[config.mk]
export PLATFORM = sky130hd
export DESIGN_NAME = door_access_ctrl_flat
export DESIGN_NICKNAME = d
export VERILOG_FILES = /design/src/rtl/door_pkg.sv /design/src/rtl/door_access_ctrl_if.sv /design/src/rtl/door_code_store.sv /design/src/rtl/door_access_ctrl.sv /design/src/flat_wrapper.sv
export SDC_FILE = /design/constraint.sdc
export NUM_CORES = 1
export LEC_CHECK = 0
export CORE_UTILIZATION = 30
export DETAILED_ROUTE_END_ITERATION = 7
export PLACE_DENSITY = 0.49
export SYNTH_ARGS = -nofsm -noshare
export SYNTH_HDL_FRONTEND = slang
export SYNTH_HIERARCHICAL = 1
export SYNTH_SLANG_ARGS = --single-unit
[constraint.sdc]
create_clock -name clk -period 3.41 [get_ports clk]
set_input_delay 1.023 -clock clk [delete_from_list [all_inputs] [get_ports clk]]
set_output_delay 1.023 -clock clk [all_outputs]
set_load 0.01 [all_outputs]
[src/rtl/door_pkg.sv]
// Shared types and constants for the door access controller.
// State encodings are fixed because state_o exposes them to the outside world.
package door_pkg;

  localparam int STATE_W = 3;
  localparam int FAIL_W  = 4;

  localparam int MASTER_DEFAULT = 1111;

  typedef enum logic [STATE_W-1:0] {
    ST_LOCKED   = 3'd0,
    ST_MENU     = 3'd1,
    ST_UNLOCKED = 3'd2,
    ST_ALARM    = 3'd3,
    ST_PROGRAM  = 3'd4
  } state_t;

  // Counter that sticks at its all-ones value instead of wrapping.
  function automatic logic [FAIL_W-1:0] sat_inc(input logic [FAIL_W-1:0] value);
    return (value == '1) ? value : value + FAIL_W'(1);
  endfunction

endpackage

[src/rtl/door_access_ctrl_if.sv]
// Keypad/programming requests and actuator outputs of the door controller.
// The slave side belongs to the controller, the master side to the surrounding system.
interface door_access_ctrl_if
  import door_pkg::*;
#(
  parameter int PW_W = 14,
  parameter int UW   = 2
);

  logic                code_valid;
  logic [PW_W-1:0]     code_in;
  logic [UW-1:0]       user_sel;
  logic                unlock_req;
  logic                lock_req;
  logic                prog_req;
  logic                prog_commit;
  logic [PW_W-1:0]     prog_code;
  logic                menu_exit;

  logic                unlock_signal;
  logic                lock_signal;
  logic                alarm_signal;
  logic                prog_ack;
  logic                prog_nack;
  logic [FAIL_W-1:0]   fail_count;
  logic [STATE_W-1:0]  state_o;

  modport master (
    output code_valid, code_in, user_sel, unlock_req, lock_req,
           prog_req, prog_commit, prog_code, menu_exit,
    input  unlock_signal, lock_signal, alarm_signal, prog_ack,
           prog_nack, fail_count, state_o
  );

  modport slave (
    input  code_valid, code_in, user_sel, unlock_req, lock_req,
           prog_req, prog_commit, prog_code, menu_exit,
    output unlock_signal, lock_signal, alarm_signal, prog_ack,
           prog_nack, fail_count, state_o
  );

endinterface

[src/rtl/door_code_store.sv]
// Register file of programmable user codes with a single write port
// and a combinational compare against the selected slot.
module door_code_store
  import door_pkg::*;
#(
  parameter int              PW_W         = 14,
  parameter int              NUM_USERS    = 4,
  parameter int              UW           = 2,
  parameter logic [PW_W-1:0] DEFAULT_CODE = PW_W'(1234)
) (
  input  logic            clk,
  input  logic            reset,
  input  logic            wr_en,
  input  logic [UW-1:0]   wr_sel,
  input  logic [PW_W-1:0] wr_code,
  input  logic [UW-1:0]   cmp_sel,
  input  logic [PW_W-1:0] cmp_code,
  output logic            match
);

  logic [PW_W-1:0] slots [NUM_USERS];

  always_ff @(posedge clk or posedge reset) begin
    if (reset) begin
      for (int i = 0; i < NUM_USERS; i++) begin
        slots[i] <= (i == 0) ? DEFAULT_CODE : '0;
      end
    end else if (wr_en) begin
      for (int i = 0; i < NUM_USERS; i++) begin
        if (wr_sel == UW'(i)) begin
          slots[i] <= wr_code;
        end
      end
    end
  end

  // A zero slot is disabled; selectors beyond NUM_USERS hit no slot at all.
  always_comb begin
    match = 1'b0;
    for (int i = 0; i < NUM_USERS; i++) begin
      if (cmp_sel == UW'(i) && slots[i] != '0 && slots[i] == cmp_code) begin
        match = 1'b1;
      end
    end
  end

endmodule

[src/rtl/door_access_ctrl.sv]
// Multi-user door controller: code check, lockout alarm, auto-relock
// timer and per-slot code programming with accept/reject pulses.
module door_access_ctrl
  import door_pkg::*;
#(
  parameter int              PW_W          = 14,
  parameter int              NUM_USERS     = 4,
  parameter logic [PW_W-1:0] MASTER_CODE   = PW_W'(MASTER_DEFAULT),
  parameter logic [PW_W-1:0] DEFAULT_CODE  = PW_W'(1234),
  parameter int              MAX_FAILS     = 3,
  parameter int              ALARM_CYCLES  = 16,
  parameter int              RELOCK_CYCLES = 8
) (
  input  logic              clk,
  input  logic              reset,
  door_access_ctrl_if.slave bus
);

  localparam int UW = (NUM_USERS > 1) ? $clog2(NUM_USERS) : 1;
  localparam int AW = $clog2(ALARM_CYCLES + 1);
  localparam int RW = $clog2(RELOCK_CYCLES + 1);
  localparam logic [UW:0] USER_LIMIT = (UW + 1)'(NUM_USERS);

  state_t            state, state_nx;
  logic [FAIL_W-1:0] fail_count, fail_nx, fail_inc;
  logic [AW-1:0]     alarm_timer, alarm_nx;
  logic [RW-1:0]     relock_timer, relock_nx;
  logic              is_master, master_nx;
  logic [UW-1:0]     auth_slot, auth_nx;
  logic              ack, ack_nx, nack, nack_nx;
  logic              wr_en, slot_match, sel_in_range, prog_ok;

  door_code_store #(
    .PW_W         (PW_W),
    .NUM_USERS    (NUM_USERS),
    .UW           (UW),
    .DEFAULT_CODE (DEFAULT_CODE)
  ) u_store (
    .clk      (clk),
    .reset    (reset),
    .wr_en    (wr_en),
    .wr_sel   (bus.user_sel),
    .wr_code  (bus.prog_code),
    .cmp_sel  (bus.user_sel),
    .cmp_code (bus.code_in),
    .match    (slot_match)
  );

  assign fail_inc     = sat_inc(fail_count);
  assign sel_in_range = {1'b0, bus.user_sel} < USER_LIMIT;

  // Non-master users may only rewrite the slot they logged in with.
  assign prog_ok = sel_in_range
                && bus.prog_code != MASTER_CODE
                && bus.prog_code != '0
                && (is_master || bus.user_sel == auth_slot);

  always_ff @(posedge clk or posedge reset) begin
    if (reset) begin
      state        <= ST_LOCKED;
      fail_count   <= '0;
      alarm_timer  <= '0;
      relock_timer <= '0;
      is_master    <= 1'b0;
      auth_slot    <= '0;
      ack          <= 1'b0;
      nack         <= 1'b0;
    end else begin
      state        <= state_nx;
      fail_count   <= fail_nx;
      alarm_timer  <= alarm_nx;
      relock_timer <= relock_nx;
      is_master    <= master_nx;
      auth_slot    <= auth_nx;
      ack          <= ack_nx;
      nack         <= nack_nx;
    end
  end

  always_comb begin
    state_nx  = state;
    fail_nx   = fail_count;
    alarm_nx  = alarm_timer;
    relock_nx = relock_timer;
    master_nx = is_master;
    auth_nx   = auth_slot;
    ack_nx    = 1'b0;
    nack_nx   = 1'b0;
    wr_en     = 1'b0;

    case (state)
      ST_LOCKED: begin
        if (bus.code_valid) begin
          if (bus.code_in == MASTER_CODE || slot_match) begin
            state_nx  = ST_MENU;
            fail_nx   = '0;
            master_nx = (bus.code_in == MASTER_CODE);
            auth_nx   = bus.user_sel;
          end else begin
            fail_nx = fail_inc;
            if (fail_inc == FAIL_W'(MAX_FAILS)) begin
              state_nx = ST_ALARM;
              alarm_nx = AW'(ALARM_CYCLES - 1);
            end
          end
        end
      end

      ST_MENU: begin
        if (bus.menu_exit) begin
          state_nx = ST_LOCKED;
        end else if (bus.prog_req) begin
          state_nx = ST_PROGRAM;
        end else if (bus.unlock_req) begin
          state_nx  = ST_UNLOCKED;
          relock_nx = RW'(RELOCK_CYCLES - 1);
        end
      end

      ST_UNLOCKED: begin
        if (bus.lock_req || relock_timer == '0) begin
          state_nx = ST_LOCKED;
        end else begin
          relock_nx = relock_timer - RW'(1);
        end
      end

      // Every input, the master code included, is ignored until the timer runs out.
      ST_ALARM: begin
        if (alarm_timer == '0) begin
          state_nx = ST_LOCKED;
          fail_nx  = '0;
        end else begin
          alarm_nx = alarm_timer - AW'(1);
        end
      end

      ST_PROGRAM: begin
        if (bus.menu_exit) begin
          state_nx = ST_LOCKED;
        end else if (bus.prog_commit) begin
          if (prog_ok) begin
            wr_en    = 1'b1;
            ack_nx   = 1'b1;
            state_nx = ST_MENU;
          end else begin
            nack_nx = 1'b1;
          end
        end
      end

      default: state_nx = ST_LOCKED;
    endcase
  end

  assign bus.unlock_signal = (state == ST_UNLOCKED);
  assign bus.lock_signal   = (state != ST_UNLOCKED);
  assign bus.alarm_signal  = (state == ST_ALARM);
  assign bus.prog_ack      = ack;
  assign bus.prog_nack     = nack;
  assign bus.fail_count    = fail_count;
  assign bus.state_o       = state;

endmodule

[src/flat_wrapper.sv]
// flat-port wrapper written by rule: the top's interface ports become plain ports
module door_access_ctrl_flat import door_pkg::*;
#(
  parameter int              PW_W          = 14,
  parameter int              NUM_USERS     = 4,
  parameter logic [PW_W-1:0] MASTER_CODE   = PW_W'(MASTER_DEFAULT),
  parameter logic [PW_W-1:0] DEFAULT_CODE  = PW_W'(1234),
  parameter int              MAX_FAILS     = 3,
  parameter int              ALARM_CYCLES  = 16,
  parameter int              RELOCK_CYCLES = 8
)
  (clk, reset, bus_code_valid, bus_code_in, bus_user_sel, bus_unlock_req, bus_lock_req, bus_prog_req, bus_prog_commit, bus_prog_code, bus_menu_exit, bus_unlock_signal, bus_lock_signal, bus_alarm_signal, bus_prog_ack, bus_prog_nack, bus_fail_count, bus_state_o);
  door_access_ctrl_if #(.PW_W(PW_W), .UW(2)) bus_i ();
  input  logic clk;
  input  logic reset;
  input wire logic [$bits(bus_i.code_valid)-1:0] bus_code_valid;
  input wire logic [$bits(bus_i.code_in)-1:0] bus_code_in;
  input wire logic [$bits(bus_i.user_sel)-1:0] bus_user_sel;
  input wire logic [$bits(bus_i.unlock_req)-1:0] bus_unlock_req;
  input wire logic [$bits(bus_i.lock_req)-1:0] bus_lock_req;
  input wire logic [$bits(bus_i.prog_req)-1:0] bus_prog_req;
  input wire logic [$bits(bus_i.prog_commit)-1:0] bus_prog_commit;
  input wire logic [$bits(bus_i.prog_code)-1:0] bus_prog_code;
  input wire logic [$bits(bus_i.menu_exit)-1:0] bus_menu_exit;
  output wire logic [$bits(bus_i.unlock_signal)-1:0] bus_unlock_signal;
  output wire logic [$bits(bus_i.lock_signal)-1:0] bus_lock_signal;
  output wire logic [$bits(bus_i.alarm_signal)-1:0] bus_alarm_signal;
  output wire logic [$bits(bus_i.prog_ack)-1:0] bus_prog_ack;
  output wire logic [$bits(bus_i.prog_nack)-1:0] bus_prog_nack;
  output wire logic [$bits(bus_i.fail_count)-1:0] bus_fail_count;
  output wire logic [$bits(bus_i.state_o)-1:0] bus_state_o;
  assign bus_i.code_valid = bus_code_valid;
  assign bus_i.code_in = bus_code_in;
  assign bus_i.user_sel = bus_user_sel;
  assign bus_i.unlock_req = bus_unlock_req;
  assign bus_i.lock_req = bus_lock_req;
  assign bus_i.prog_req = bus_prog_req;
  assign bus_i.prog_commit = bus_prog_commit;
  assign bus_i.prog_code = bus_prog_code;
  assign bus_i.menu_exit = bus_menu_exit;
  assign bus_unlock_signal = bus_i.unlock_signal;
  assign bus_lock_signal = bus_i.lock_signal;
  assign bus_alarm_signal = bus_i.alarm_signal;
  assign bus_prog_ack = bus_i.prog_ack;
  assign bus_prog_nack = bus_i.prog_nack;
  assign bus_fail_count = bus_i.fail_count;
  assign bus_state_o = bus_i.state_o;
  door_access_ctrl #(.PW_W(PW_W), .NUM_USERS(NUM_USERS), .MASTER_CODE(MASTER_CODE), .DEFAULT_CODE(DEFAULT_CODE), .MAX_FAILS(MAX_FAILS), .ALARM_CYCLES(ALARM_CYCLES), .RELOCK_CYCLES(RELOCK_CYCLES)) u_core (.clk(clk), .reset(reset), .bus(bus_i));
endmodule
==> results.toml <==
[detailed_routing]
ant_nets = 0
drc = 0
drt_iter0_drc = 168
vias = 3250
totalWireLength_mm = 11.8
vias_per_cell = 5.08
drt-wirelength-per-cell_microns = 18.5
drt_pre_antenna_iters = 4

[timing]
period_needed_ns = 3.12
slew_violations = 0
setup_violations = 0
worst_slew_pin_slew_ns = 0.859
rsz0062_at_grt = "false"
hold_ws_ns = 0.530
finalCritPeriodShare = 0.914
finalClockSkew_ns = 0.00900
fmax_mhz = 321
max_slew_margin = 0.427
finalHoldViolations = 0

[floorplan]
fp-row-count = 42
die_w_microns = 120
io_pins = 50
start_util = 0.312
dieArea_sq_mm = 0.0145
dieHeight_microns = 120
fp.coreArea_sq_mm = 0.0135

[synthesis]
synth_nets = 409
yosys_register_bits = 77
synth_edf_count = 0
yosysTopAreaCellShare = 0.429
async_flop_share = 1.00
synth_area_leaders = "dfrtp_1, mux2_2, xnor2_1"
synth_area_sq_mm = 0.00420
synth_ff_type = "dfrtp_1"
yosysMostFrequentCell = "dfrtp_1"
ys_seq_area_frac = 0.461
yosysWarnings = 6
synthCells = 367
synth_largest_area_cell = "dfrtp_1"
synth.distinct_cells = 53
synth_commonest_cells = "dfrtp_1, mux2_2, xnor2_1"
synth_area_per_cell_sq_um = 11.4

[final_layout]
drive_gt1_frac = 0.278
fill_cells = 1319
fin_util = 0.415
syn_to_final_growth_pct = 32.9
nets = 501
diodes = 0

[worst_setup_path]
critPathLaunch = "bus_prog_code[10]"
worstPathMaxFanout = 14
start_kind = "primary input"
critical_path.endpoint_type = "flop"
required_ns = 3.63
r2r_setup_slack_ns = 0.96
arrival_ns = 3.34
critPathKind = "in2reg"
r2r_start = "u_core/u_store/slots[42]$_DFFE_PP0P_"

[hold_path]
hp-start = "u_core/auth_slot[1]$_DFFE_PP0P_"
min_path_type = "reg2reg"

[global_routing]
grt_pass1_wl_mm = 18.9
grt_max_degree = 32
antenna_found_initial = 0
overflow = 0
grt_use_total = 0.175
grt_pass1_vias = 3406

[pwr]
total_power_mw = 3.16
p_per_area_mw_per_mm2 = 567
power_leakage_nw = 2.50
ir_drop_mv = 0.262

[clock_tree]
clk_pin_slew_worst_paths_ns = 0.06
clock_path_buffers = 2
cts_sinks = 77
cts_tree = "yes"
cts_buffers = 9
cts_resized = 0
h-tree-depth = 3
cts-hold-fix-buffers = 0
root_buffer = "clkbuf_16"
insertion_delay_ns = 0.34
postCtsSetupRepairBufs = 0

[placement]
dpl.hpwl_mm = 9.14
place.port_buffers = 49
gp_congestion = 0.850

[job]
drv_cap = 0

[status]
status = "finished clean"
[final cells by class]
| cell class | instances | area, sq um | share of cell area |
|---|---|---|---|
| Multi-Input combinational cell | 270 | 2160 | 0.387 |
| Sequential cell | 77 | 1930 | 0.346 |
| Timing Repair Buffer | 90 | 861 | 0.154 |
| Clock buffer | 9 | 225 | 0.0404 |
| Tap cell | 176 | 220 | 0.0395 |
| Clock inverter | 7 | 138 | 0.0247 |
| Inverter | 11 | 41.3 | 0.00740 |
[stage by stage]
stage          worst slack [ns]  area [sq um]  TNS [ns]  std cells
2_1_floorplan             0.708          4200         0        367
3_3_place_gp             -0.114          5220     -1.77        624
3_5_place_dp            -0.0862          5220     -1.10        624
4_1_cts                   0.257          5580         0        640
5_1_grt                   0.137          5580         0        640
6_report                  0.292          5580         0        640
[path summary, 6_finish.rpt]
kind / endpoint / depth (start not counted)
min in group asynchronous: u_core/u_store/slots[6]$_DFFE_PP0P_ / 2
hold / removal: u_core/auth_slot[1]$_DFFE_PP0P_ / 1
setup / recovery: u_core/u_store/slots[47]$_DFFE_PP0P_ / 8
max in group asynchronous: u_core/bus.prog_ack$_DFF_PP0_ / 2
hold reg to reg: u_core/auth_slot[1]$_DFFE_PP0P_ / 1
setup reg to reg: u_core/alarm_timer[1]$_DFFE_PP0P_ / 8
[sequential cells by signal, indices dropped and copies added (netlist names)]
signal / cells
u_core/alarm_timer: 5
u_core/auth_slot: 2
u_core/bus.fail_count: 4
u_core/bus.prog_ack: 1
u_core/bus.prog_nack: 1
u_core/bus.state_o: 3
u_core/is_master: 1
u_core/relock_timer: 4
u_core/u_store/slots: 56
[cells by family after synthesis]
family / share of synthesized area
flops: 0.461
compound gates: 0.0605
buf+inv: 0.0244
mux: 0.156
simple gates: 0.160
fa+ha+maj: 0.0119
xor+xnor: 0.127
[critical path: stages]
cell             delay, ns
clkdlybuf4s50_1       0.53
nand2_1               0.13
a2bb2oi_1             0.41
o221ai_1              0.23
nor2_1                0.20
nor3b_4               0.29
buf_12                0.18
mux2_2                0.34
[layout by cell type (no fill, tap or decap), types with 2 or more instances in the layout]
cell / instances
nor4_1: 25
dfstp_2: 5
nand4_1: 15
clkinv_2: 2
o21ai_0: 11
nand2_1: 11
inv_1: 10
a21oi_1: 13
nor2_1: 15
nor4b_1: 2
nor2b_1: 2
mux2_2: 58
nand3_1: 9
or3b_4: 2
xor2_1: 19
buf_4: 36
buf_12: 5
and3_1: 2
xnor2_1: 42
o221ai_1: 2
ha_1: 4
nand3b_1: 7
nor3_1: 3
clkdlybuf4s50_1: 49
dfrtp_1: 72
clkbuf_16: 9
bufinv_16: 4
[layer usage]
metal / share of wire / global-route usage
met1: 0.50 / 0.243
met2: 0.45 / 0.272
met3: 0.030 / 0.0363
met4: 0.018 / 0.0579
met5: 0 / 0
[power breakdown]
group / leakage [nW] / switching [mW] / internal (mW)
Combinational: 1.31 / 0.397 / 0.418
Sequential: 1.02 / 0.146 / 1.03
Clock: 0.175 / 0.388 / 0.786
Total: 2.50 / 0.931 / 2.23
No activity file was read; power rests on OpenSTA's default activity.
==> patch: new RTL, same settings <==
`ALARM_CYCLES` is set to 16 in 2 places; all go to 64.
--- a/src/rtl/door_access_ctrl.sv
+++ b/src/rtl/door_access_ctrl.sv
@@ -8,7 +8,7 @@
   parameter logic [PW_W-1:0] MASTER_CODE   = PW_W'(MASTER_DEFAULT),
   parameter logic [PW_W-1:0] DEFAULT_CODE  = PW_W'(1234),
   parameter int              MAX_FAILS     = 3,
-  parameter int              ALARM_CYCLES  = 16,
+  parameter int              ALARM_CYCLES  = 64,
   parameter int              RELOCK_CYCLES = 8
 ) (
   input  logic              clk,
--- a/src/flat_wrapper.sv
+++ b/src/flat_wrapper.sv
@@ -6,7 +6,7 @@
   parameter logic [PW_W-1:0] MASTER_CODE   = PW_W'(MASTER_DEFAULT),
   parameter logic [PW_W-1:0] DEFAULT_CODE  = PW_W'(1234),
   parameter int              MAX_FAILS     = 3,
-  parameter int              ALARM_CYCLES  = 16,
+  parameter int              ALARM_CYCLES  = 64,
   parameter int              RELOCK_CYCLES = 8
 )
   (clk, reset, bus_code_valid, bus_code_in, bus_user_sel, bus_unlock_req, bus_lock_req, bus_prog_req, bus_prog_commit, bus_prog_code, bus_menu_exit, bus_unlock_signal, bus_lock_signal, bus_alarm_signal, bus_prog_ack, bus_prog_nack, bus_fail_count, bus_state_o);
Function: no difference found for any inputs over 4 cycles, from zero or initial values and one cycle with reset high; that may be too few to reach the edited logic, so the function may still have changed.
==> patch against the unedited design <==
- total power decreased by 10%
- clock power shrank 22%
- synthesized area is 1.0% higher
- maximum frequency decreased by 2.1%
- utilization is 1.1 points lower
- routed wire length shrank 4.6%
- count of clock-buffer cells in the layout is 4 higher
- sequential cell count up 2
- worst setup slack worse by 0.066 ns
- design area is essentially flat
- critical endpoint is now u_core/bus.state_o[1]$_DFFE_PP0P_
- largest power group unchanged
- highest routed layer unchanged
==> patch: results (changes against the unedited design) <==
Status -> finished, final reports clean
Seq/Total Area, Yosys -> 46.8% (+0.70 points)
Post-Synth Adder-Cell Area -> 0.885% (-0.31 points)
Drt first-iter violations -> 87 (-48%)
Fin nets -> 511 (+2.0%)
R2R setup slack -> 0.91 ns (-0.05 ns)
Synth unique cells -> 47 (-11%)
Syn_nets -> 414 (+1.2%)
Switching fraction of total power -> 30.0% (+0.58 points)
Number of global-route vias before repair -> 3,300 (-3.1%)
Placed cell count -> 638 (+2.2%)
Fillers -> 1,361 (+3.2%)
Mux cell area share after synthesis -> 15.8% (+0.19 points)
Largest net degree at the start of global routing -> 33 (+3.1%)
Min-Delay Endpoint -> u_core/alarm_timer[0]$_DFFE_PP0P_
Worst vdd ir -> 0.000215 V (-18%)
Leak pwr -> 2.50 nW (+0.24%)
Largest regs -> u_core/u_store/slots x56, u_core/alarm_timer x7
Synth cell count leaders -> 74 x dfrtp_1, 58 x mux2_2, 45 x xnor2_1, 23 x nand2_1, 22 x nor4_1
Min-Delay Startpoint -> u_core/alarm_timer[0]$_DFFE_PP0P_
Worst r2r src -> u_core/u_store/slots[5]$_DFFE_PP0P_
Logic gate share of total power -> 27.0% (+1.3 points)
Crit path DAT -> 3.41 ns (+0.07 ns)
Largest cells by area after synthesis -> dfrtp_1 44%, mux2_2 15%, xnor2_1 9.3%, xor2_1 4.3%, nor4_1 3.2%
Pre-CTS WS -> -0.128 ns (-0.0421 ns)
Gr usage total -> 16.7% (-0.83 points)
FF-to-FF End -> u_core/bus.state_o[1]$_DFFE_PP0P_
Power share of the clock group -> 32.0% (-5.1 points)
Worst Clk Skew -> 0.00462 ns (-0.00439 ns)
Gpl congestion -> 0.879 (+3.5%)
DR vias -> 3,211 (-1.2%)
Slew margin rel. -> 61.4% (+19 points)
Layout cells sized above 1 -> 27.8% (about the same)
Wire length per cell -> 17.2 um (-6.8%)
Post-Synth XOR/XNOR Area -> 13.6% (+0.90 points)
patch: cell type report:
| class | instances | area [um2] | share of cell area [%] |
|---|---|---|---|
| clock buffers | 13 | 260 | 4.66 |
| clock inverters | 3 | 17.5 | 0.314 |
| inverters | 8 | 30.0 | 0.538 |
| multi-input cells | 277 | 2170 | 38.9 |
| flip-flops and latches | 79 | 1980 | 35.5 |
| well taps | 180 | 225 | 4.03 |
| repair buffers | 95 | 898 | 16.1 |
patch: worst max path at each step:
stage | endpoint | depth (start not counted) | slack, ns | from
4_1_cts | u_core/u_store/slots[55]$_DFFE_PP0P_ | 8 | 0.22 | bus_prog_code[2]
3_5_place_dp | u_core/u_store/slots[55]$_DFFE_PP0P_ | 8 | -0.13 | bus_prog_code[2]
6_report | u_core/bus.state_o[1]$_DFFE_PP0P_ | 10 | 0.23 | bus_user_sel[0]
3_3_place_gp | u_core/bus.state_o[1]$_DFFE_PP0P_ | 10 | -0.12 | bus_code_in[0]
5_1_grt | u_core/bus.state_o[1]$_DFFE_PP0P_ | 10 | 0.07 | bus_user_sel[0]
2_1_floorplan | u_core/bus.state_o[1]$_DFFE_PP0P_ | 10 | 0.58 | bus_code_in[4]
patch: logic make-up (layout without fill, tap and decap cells):
kind of cell | Yosys count | in the layout
adders and majority gates | 3 | 3
muxes | 59 | 59
buffers and inverters | 17 | 119
AOI/OAI and AO/OA | 24 | 24
xor gates and xnor gates | 66 | 66
DFF | 79 | 79
and+or+nand+nor | 125 | 125
patch: stage by stage:
| stage | instance area, um2 | util, % | power, mW | hold slack, ns | TNS (ns) |
|---|---|---|---|---|---|
| floorplan | 4240 | - | 1.63 | 0.430 | 0 |
| global placement | 5290 | 38.2 | 1.94 | 0.448 | -1.09 |
| detailed placement | 5290 | 38.2 | 1.96 | 0.470 | -1.53 |
| CTS | 5570 | 40.2 | 2.88 | 0.480 | 0 |
| global route | 5590 | 40.4 | 3.01 | 0.523 | 0 |
| finish | 5590 | 40.4 | 2.84 | 0.472 | 0 |
patch: worst max-delay path, cell delays in order:
cell             delay (ns)
clkdlybuf4s50_1        0.64
nor2_1                 0.13
nand4_1                0.11
nor4_1                 0.06
a32oi_1                0.23
nand3_1                0.19
or3b_2                 0.51
nor2_1                 0.14
nor3_1                 0.08
mux2_4                 0.30
patch: metal layers:
| layer | global-route usage [%] | vias to the layer above | part of all wire (%) |
|---|---|---|---|
| met5 | 0 | - | 0 |
| met4 | 6.17 | 0 | 1.7 |
| met3 | 4.18 | 18 | 4.1 |
| met2 | 27.4 | 78 | 48 |
| met1 | 21.1 | 1577 | 46 |
| li1 | - | 1538 | - |
